File: src/rtl/layer_out_serializer.sv
// Serializes one layer's parallel neuron outputs into a ready/valid beat stream,
// neuron 0 first, with last-beat marking, frame counting and sticky overrun.
module layer_out_serializer #(
  parameter int NN         = 30,
  parameter int DATA_WIDTH = 16,
  parameter int FCNT_WIDTH = 16
) (
  input  logic                       clk,
  input  logic                       rst,
  input  logic [NN-1:0]              i_valid,
  input  logic [NN*DATA_WIDTH-1:0]   i_data,
  output logic [DATA_WIDTH-1:0]      o_data,
  output logic                       o_valid,
  output logic                       o_last,
  input  logic                       i_ready,
  output logic                       o_busy,
  output logic                       o_overrun,
  input  logic                       i_clr_overrun,
  output logic [FCNT_WIDTH-1:0]      o_frame_count
);

  // state | meaning
  // IDLE  | no frame held, waiting for an all-valid vector
  // SEND  | presenting hold[index] on o_data
  typedef enum logic {IDLE, SEND} state_t;

  localparam int IW = $clog2(NN);
  localparam logic [IW-1:0] LAST_IDX = IW'(NN - 1);

  state_t state, state_nxt;
  logic [IW-1:0] index;
  logic [DATA_WIDTH-1:0] hold [NN];

  logic cap, in_send, accept, is_last, last_acc, load, ovr_set;

  assign cap      = &i_valid;
  assign in_send  = (state == SEND);
  assign accept   = in_send && i_ready;
  assign is_last  = (index == LAST_IDX);
  assign last_acc = accept && is_last;
  // A new frame is taken only when nothing is held or the held one just finished.
  assign load     = cap && (!in_send || last_acc);
  assign ovr_set  = cap && in_send && !last_acc;

  always_ff @(posedge clk or posedge rst) begin
    if (rst) state <= IDLE;
    else     state <= state_nxt;
  end

  always_comb begin
    state_nxt = state;
    case (state)
      IDLE: if (cap) state_nxt = SEND;
      SEND: if (last_acc && !cap) state_nxt = IDLE;
      default: state_nxt = IDLE;
    endcase
  end

  always_comb begin
    o_valid = in_send;
    o_busy  = in_send;
    o_last  = in_send && is_last;
    o_data  = in_send ? hold[index] : '0;
  end

  always_ff @(posedge clk or posedge rst) begin
    if (rst) begin
      index         <= '0;
      o_overrun     <= 1'b0;
      o_frame_count <= '0;
    end else begin
      if (load)
        index <= '0;
      else if (accept && !is_last)
        index <= index + IW'(1);

      if (last_acc)
        o_frame_count <= o_frame_count + FCNT_WIDTH'(1);

      if (ovr_set)
        o_overrun <= 1'b1;
      else if (i_clr_overrun)
        o_overrun <= 1'b0;
    end
  end

  always_ff @(posedge clk) begin
    if (load)
      for (int k = 0; k < NN; k++)
        hold[k] <= i_data[k*DATA_WIDTH +: DATA_WIDTH];
  end

endmodule

File: config.mk
export PLATFORM = sky130hd
export DESIGN_NAME = layer_out_serializer
export DESIGN_NICKNAME = d
export VERILOG_FILES = /design/src/rtl/layer_out_serializer.sv
export SDC_FILE = /design/constraint.sdc
export NUM_CORES = 1
export LEC_CHECK = 0
export ABC_AREA = 0
export BUFFER_PORTS_ARGS = -buffer_cell sky130_fd_sc_hd__buf_2
export CORE_AREA = 2 2 216 218
export CTS_CLUSTER_DIAMETER = 150
export CTS_CLUSTER_SIZE = 25
export DETAILED_ROUTE_END_ITERATION = 6
export DIE_AREA = 0 0 218 220
export PLACE_DENSITY = 0.68
export SLEW_MARGIN = 20
export SYNTH_ARGS = -nofsm -noshare
export SYNTH_HDL_FRONTEND = slang
export SYNTH_SLANG_ARGS = --single-unit
File: constraint.sdc
create_clock -name clk -period 22.6 [get_ports clk]
set_input_delay 6.78 -clock clk [delete_from_list [all_inputs] [get_ports clk]]
set_output_delay 6.78 -clock clk [all_outputs]
set_load 0.02 [all_outputs]
==> Word level (Yosys, flattened, before mapping) <==
Memory sizes are Yosys's and may differ from the RTL's.
Index checks and enable logic that the tools add are counted.
{ "classes": {"addsub": 2, "multipliers": 0, "n_div": 0, "magnitude_cmp": 0, "eq_ne": 1, "shifts": 0, "muxes": 10, "bitwise": 1, "reduce_logical": 16} }
{ "op_table": {"columns": ["cell", "count"], "rows": [
  ["$reduce_and A30 Y1", 1],
  ["$add A16 B1 Y16 const B", 1],
  ["$mux W16", 1],
  ["$mux W5", 2],
  ["$logic_and A1 B1 Y1", 8],
  ["$mux W1", 6],
  ["$add A5 B1 Y5 const B", 1],
  ["$eq A5 B5 Y1 const B", 1],
  ["$logic_not A1 Y1", 4],
  ["$reduce_bool A2 Y1", 2],
  ["$pmux W1 S2", 1],
  ["$logic_or A1 B1 Y1", 1],
  ["$not A1 Y1", 1]
]} }
{ "totals": {"ff_bits": 23, "latch_bits": 0, "ram_bits": 480, "mem_bits_ro": 0, "in_bits": 514, "word_cells": 35, "n_memories": 1} }
{ "memory_table": {"columns": ["name", "depth", "width", "read_ports", "rd_ports_with_merged_regs", "wr", "line", "rtl"], "rows": [
  ["hold", 30, 16, 1, 0, 30, "32", "logic [DATA_WIDTH-1:0] hold [NN];"]
]} }

==> Depth between registers and ports, before layout <==
Gate-level depths: netlist of run 1.
{ "logic_depth": {"word_depth": 6, "mapped_depth": 12, "depth_no_buf": 6} }

==> Least setup slack after synthesis of run 1 <==
No wires, ideal clock.
{ "synth_timing": {"kind": "input port to flip-flop", "startpoint": "input i_valid[28]", "endpoint": "memory hold[0][0] (enable)", "setup_ns": 1.032, "arrival_time_ns": 20.438, "t_required_ns": 21.568, "slack_ns": 1.130, "cell_stages": 4, "path_cell_list": "nand4_1 nor4_1 and3b_1 clkbuf_1"} }
{ "synth_lines": {"columns": ["element", "line", "rtl"], "rows": [
  ["start, declared", "10", "input logic [NN-1:0] i_valid,"],
  ["end, declared", "32", null]
]} }

==> Worst setup path after layout of run 1 <==
{ "layout_timing": {"startpoint": "register index[0]", "endpoint": "output o_data[11]"} }
{ "layout_via": {"elab_chain_len": 2} }
{ "layout_lines": {"columns": ["element", "line", "rtl"], "rows": [
  ["start, declared", "31", "logic [IW-1:0] index;"],
  ["start signal, assigned", "75", "index <= index + IW'(1);"],
  ["$mem_v2 Z30 W16", null, null],
  ["$mux W16", "63", "o_data = in_send ? hold[index] : '0;"],
  ["end, declared", "12", "output logic [DATA_WIDTH-1:0] o_data,"]
]} }
No other way between the ends.

==> flow_summary.json, run 1 <==
{
  "crit_path_end": "o_data[11]",
  "core_region_area_um2": 45900,
  "grt_setup_unrepaired": "false",
  "start_kind": "flip-flop",
  "netlist.top_cell.by_area": "edfxtp_1",
  "die-area_um2": 48000,
  "powerDensity_nw_per_um2": 65.9,
  "grt_pass1_vias": 11000,
  "routedWlPerCell_um": 23.8,
  "htreeDepth": 1,
  "worst_slew_pin_slew_ns": 1.08,
  "status": "finished clean",
  "skew_ns": 0.0278,
  "antenna_found_initial": 17,
  "ys_types": 46,
  "place_hpwl_mm": 36.1,
  "grt.total_usage_pct": 19.7,
  "cap_violations": 0,
  "synth_top_area_share_pct": 73.6,
  "swShare_pct": 19.3,
  "setup_tns_ns": 0,
  "crit_start": "index[0]",
  "clock_latency_ns": 0.58,
  "rows": 79,
  "relSlewSlack_pct": 27.8,
  "clkPwrFrac_pct": 31.6,
  "placed_area_um2": 22900,
  "grt_util_met1_pct": 25.5,
  "finalSetupViolations": 0,
  "path_clk_slew_ns": 0.10,
  "routed_wl_mm": 49.3,
  "cts_resized": 0,
  "seq_power_share_pct": 65.4,
  "synth_most_common_cell": "edfxtp_1",
  "peakVddDrop_mv": 0.0610,
  "ys_seq_area_share_pct": 76.6,
  "hold_viol_final": 0,
  "worst_r2r_endpoint": "hold[6][5]",
  "syn_area_per_cell_um2": 21.8,
  "hold_buffers": 0,
  "ys_ff_latch": 503,
  "end_kind": "output pin",
  "synth_common_cells": "edfxtp_1, mux4_2, mux2_2",
  "crit_path_max_incr_delay_ns": 0.82,
  "slowest_stage": "dfrtp_4",
  "clockBufferDepth": 3,
  "firstDrtPassIters": 5,
  "holdWs_ns": 0.476,
  "drtIter0Drc": 986,
  "utilization_pct": 51.5,
  "power_frac_comb_pct": 3.0,
  "yosys_warnings": 0,
  "p_int_uw": 1260,
  "reg2reg_from": "index[0]",
  "cts_sinks": 503,
  "synthTopCellsByArea": "edfxtp_1, mux4_2, dfrtp_1",
  "vias_per_cell": 5.18,
  "crit_arrival_ns": 3.92,
  "cp_common_cell": "buf_4",
  "grt_max_degree": 160,
  "crit_path_cell_trace": "buf_4 -> buf_4 -> mux4_2 -> nor2b_1 -> a211oi_1 -> nor4_1 -> buf_2",
  "drive_gt1_share_pct": 50.9,
  "cts_tree": "built",
  "worstPathRequired_ns": 15.82,
  "r2r_setup_slack_ns": 16.45,
  "syn_to_final_growth_pct": 20.7,
  "synth_nets": 1413,
  "nets": 1953,
  "synth_edf_count": 480,
  "finalInstanceArea_um2": 23600,
  "gr-usage-met3_pct": 3.19,
  "p_total_uw": 1560,
  "cellLeakagePower_uw": 0.00838,
  "r2r_cells": 8,
  "synth-main-ff-cell": "edfxtp_1",
  "numCtsBuffers": 24,
  "via_count": 10800,
  "syn-instance-count": 896,
  "gr-total-overflow": 0,
  "final-max-slew-violation-count": 0,
  "grt_pass1_wl_mm": 68.4,
  "drtAntennaViolNets": 0,
  "grt.met2_usage_pct": 34.4,
  "place.gp.congestion": 0.790,
  "p_sw_uw": 301,
  "die_h_um": 220,
  "grt-busiest-layer": "met2",
  "start_util_pct": 42.7,
  "root_buffer": "clkbuf_16",
  "port-buffer-count": 549,
  "drc": 0,
  "die_width_um": 218,
  "critPathKind": "flip-flop to output pin",
  "post_cts_buffers": 0,
  "fmax_ghz": 0.0934,
  "pin_count": 550,
  "period_needed_ns": 10.70,
  "synthArstFlopShare_pct": 4.57,
  "finalCritPeriodShare_pct": 47.4,
  "cp_max_fo": 33,
  "netlist_area_um2": 19600,
  "hold_path.class": "flip-flop to flip-flop"
}
[stage by stage]
| step | setup WS (ns) | cells |
|---|---|---|
| 2_1_floorplan | 1.13 | 896 |
| 3_3_place_gp | 11.88 | 2017 |
| 4_1_cts | 11.73 | 2061 |
| 6_report | 11.90 | 2075 |
| 5_1_grt | 11.52 | 2074 |
| 3_5_place_dp | 11.75 | 2017 |
[sequential cells by signal, summed over array words and instances (netlist names)]
register       flops
hold             480
index              5
o_busy             1
o_frame_count     16
o_overrun          1
[critical path: cells and delay by family, from the launching register on]
| kind | cells | cell delay, ns |
|---|---|---|
| buffers and inverters | 3 | 1.36 |
| flip-flops | 1 | 0.82 |
| multiplexers | 1 | 0.58 |
| AO/OA/AOI/OAI | 1 | 0.26 |
| AND/OR/NAND/NOR | 2 | 0.23 |
[cell families (layout without fill, tap and decap cells)]
family          Yosys count  count (layout)  synth area share (%)
compound gates           47              47                  1.65
xor+xnor                 19              19                 0.850
fa+ha+maj                 3               3                 0.192
buf+inv                  55             613                  1.81
flops                   503             503                  76.6
mux                     157             157                  16.0
other cells               0              14                     0
simple gates            112             112                  2.96
[routing by layer]
metal	vias up	part of all wire, %	routed length, um
met1	5437	39	19400
met2	424	52	25600
met4	6	2.3	1130
met3	67	6.3	3120
li1	4818	-	-
met5	-	0.073	36
[power by group through the flow]
stage | sequential (uW) | combinational, uW | clock (uW)
floorplan | 1040 | 0.862 | 0
global route | 1020 | 51.6 | 536
detailed placement | 1040 | 47.0 | 0
global placement | 1040 | 45.8 | 0
finish | 1020 | 47.0 | 492
CTS | 1020 | 47.2 | 505
[how the worst min path moves through the flow]
stage	start	to	slack, ns	cells past startpoint
after global placement	o_frame_count[15]	o_frame_count[15]	0.46	1
after floorplan	o_frame_count[15]	o_frame_count[15]	0.58	1
after global routing	o_frame_count[15]	o_frame_count[15]	0.50	1
final	o_frame_count[15]	o_frame_count[15]	0.48	1
after detailed placement	o_frame_count[15]	o_frame_count[15]	0.46	1
after CTS	o_frame_count[15]	o_frame_count[15]	0.48	1
[layout make-up]
| type | count | area, um^2 |
|---|---|---|
| fillers | 3769 | 22200 |
| clock inverters | 2 | 46.3 |
| multi-input cells | 338 | 4240 |
| inverters | 9 | 33.8 |
| repair buffers | 560 | 2850 |
| well taps | 607 | 759 |
| clock buffers | 42 | 668 |
| flip-flops and latches | 503 | 15000 |
| diodes | 14 | 35.0 |
[cell usage in the layout, fill, tap and decap left out, types with 2 or more instances in the layout]
cell	count
mux2i_1	5
nand2_1	19
a211oi_1	16
nand2b_1	3
nor2_1	25
nand3_1	6
inv_1	7
diode_2	14
buf_2	549
buf_4	9
clkbuf_16	24
nand4_1	10
edfxtp_1	480
dfrtp_4	3
clkbuf_1	18
nor4_1	19
mux2_2	32
xor2_1	10
ha_1	3
mux4_1	6
and3_1	3
o21ai_1	2
xnor2_1	9
mux4_2	113
o22ai_1	16
nor3_1	7
nor2b_1	14
o21ai_0	6
dfrtp_1	20
Note: power is estimated with default switching activity, not from simulation.
==> inputs of run 2 (changes only) <==
Settings changed: CORE_AREA 2 2 216 218 to 2 2 214 216, DIE_AREA 0 0 218 220 to 0 0 216 218, PLACE_DENSITY 0.68 to 0.72.
Clock period 22.6 ns to 8.95 ns, I/O delays scaled along.
==> run 2 against run 1 <==
Compared with the run above:
- routed wire length grew 0.90%
- worst hold slack got worse by 0.0076 ns
- global-route usage is 0.85 points higher
- count of clock-buffer cells in the layout shrank 8
- clock skew is 0.0098 ns higher
- critical path depth down 1
- sequential power increased to 2.5 times the previous value
==> flow_summary.json, run 2 (synthesized netlist as in run 1, its figures left out) <==
{
  "status": "finished clean",
  "firstDrtPassIters": 6,
  "numCtsBuffers": 24,
  "layout.cells.non_filler": 2074,
  "drtIter0Drc": 1005,
  "layout_common_cells": "buf_2, edfxtp_1, mux4_2",
  "finalSetupViolations": 0,
  "port-buffer-count": 549,
  "routedWlPerCell_um": 24.0,
  "setup_tns_ns": 0,
  "end_kind": "output pin",
  "grt_setup_unrepaired": "false",
  "htreeDepth": 1,
  "cp_max_fo": 52,
  "setup_slack_ns": 2.55,
  "final-max-slew-violation-count": 0,
  "relSlewSlack_pct": 31.4,
  "hold_path.class": "flip-flop to flip-flop",
  "vias_per_cell": 5.30,
  "placed_area_um2": 22900,
  "hold_buffers": 0,
  "final_common_cell": "buf_2",
  "cts_sinks": 503,
  "grt_pass1_wl_mm": 71.0,
  "antenna_found_initial": 30,
  "place_ws_ns": 3.12,
  "pin_count": 550,
  "core_region_area_um2": 44900,
  "finalCritPeriodShare_pct": 71.5,
  "routed_wl_mm": 49.8,
  "fmax_ghz": 0.156,
  "crit_arrival_ns": 3.71,
  "powerDensity_nw_per_um2": 165,
  "cts_resized": 0,
  "grt_pass1_vias": 11400,
  "drive_gt1_share_pct": 51.3,
  "cap_violations": 0,
  "cellLeakagePower_uw": 0.00839,
  "die-area_um2": 47100,
  "post_cts_buffers": 0,
  "peakVddDrop_mv": 0.188,
  "drc": 0,
  "start_util_pct": 43.6,
  "place_hpwl_mm": 36.7,
  "gr-total-overflow": 0,
  "clockBufferDepth": 3,
  "syn_to_final_growth_pct": 20.8,
  "grt_max_degree": 167,
  "finalInstanceArea_um2": 23700,
  "via_count": 11000,
  "start_kind": "flip-flop",
  "nets": 1956,
  "drtAntennaViolNets": 0,
  "top_regs": "hold x480, o_frame_count x16, index x5",
  "largest_register": "hold",
  "cts_tree": "built",
  "place.gp.congestion": 0.845,
  "critPathKind": "flip-flop to output pin",
  "largest_reg_flops": 480,
  "place_inst": 2013,
  "skew_ns": 0.0376,
  "grt.total_usage_pct": 20.6,
  "root_buffer": "clkbuf_16",
  "die_width_um": 216,
  "period_needed_ns": 6.40,
  "die_h_um": 218,
  "worst_slew_pin_slew_ns": 1.03,
  "path_clk_slew_ns": 0.10,
  "rows": 78,
  "fillers": 3586,
  "clock_latency_ns": 0.57,
  "worstPathRequired_ns": 6.27,
  "hold_viol_final": 0
}
## run 2: changes by cell type in the layout (fill, tap and decap cells not counted)
| cell | change |
|---|---|
| diode_2 | +12 |
| clkbuf_1 | -9 |
| buf_4 | +3 |
| buf_6 | -1 |
| buf_12 | +1 |
| clkinv_8 | -1 |
| clkbuf_16 | +1 |
## run 2: worst paths after layout
check                      slack (ns)         startpoint  cells after the start                 to
max                              2.55           index[1]                      6          o_data[8]
min                              0.47  o_frame_count[15]                      1  o_frame_count[15]
max reg2reg                      4.46           index[2]                      5         hold[0][9]
min reg2reg                      0.47  o_frame_count[15]                      1  o_frame_count[15]
max in group asynchronous        5.98                rst                      2           index[1]
min in group asynchronous        2.30                rst                      2           index[4]
## run 2: area by class of cell
cell class | count | area [um^2] | share of cell area, %
sequential | 503 | 15000 | 63.4
multi-input combinational | 338 | 4240 | 17.9
timing repair buffer | 563 | 2880 | 12.2
clock buffer | 34 | 659 | 2.79
antenna | 26 | 65.1 | 0.275
clock inverter | 1 | 30.0 | 0.127
inverter | 9 | 33.8 | 0.143
tap | 600 | 751 | 3.17
## run 2: power breakdown
| group | total [uW] | internal [uW] | switching, uW |
|---|---|---|---|
| sequential | 2570 | 2570 | 0.000351 |
| clock | 1220 | 522 | 703 |
| combinational | 119 | 77.7 | 41.0 |
| total | 3910 | 3170 | 744 |
## run 2: metal layers
metal,track usage [%],wire length [um],vias to the layer above
met3,4.27,3730,75
met2,34.4,25300,520
li1,-,-,4839
met4,7.12,1240,10
met1,27.1,19400,5552
met5,0,52,-
## run 2: through the flow
step	power [uW]	util [%]	hold WS (ns)
final	3910	52.7	0.468
after global routing	4040	52.7	0.508
after CTS	3950	52.5	0.470
after detailed placement	2740	51.0	0.457
after global placement	2740	51.0	0.456
after floorplan	2630	-	0.578
## run 2: critical path, stage by stage (launching register included)
cell and delay (ns):
dfrtp_4 0.99, buf_4 0.71, mux2_2 0.41, mux4_2 0.46
nor2_1 0.19, nor4_1 0.11, buf_2 0.18
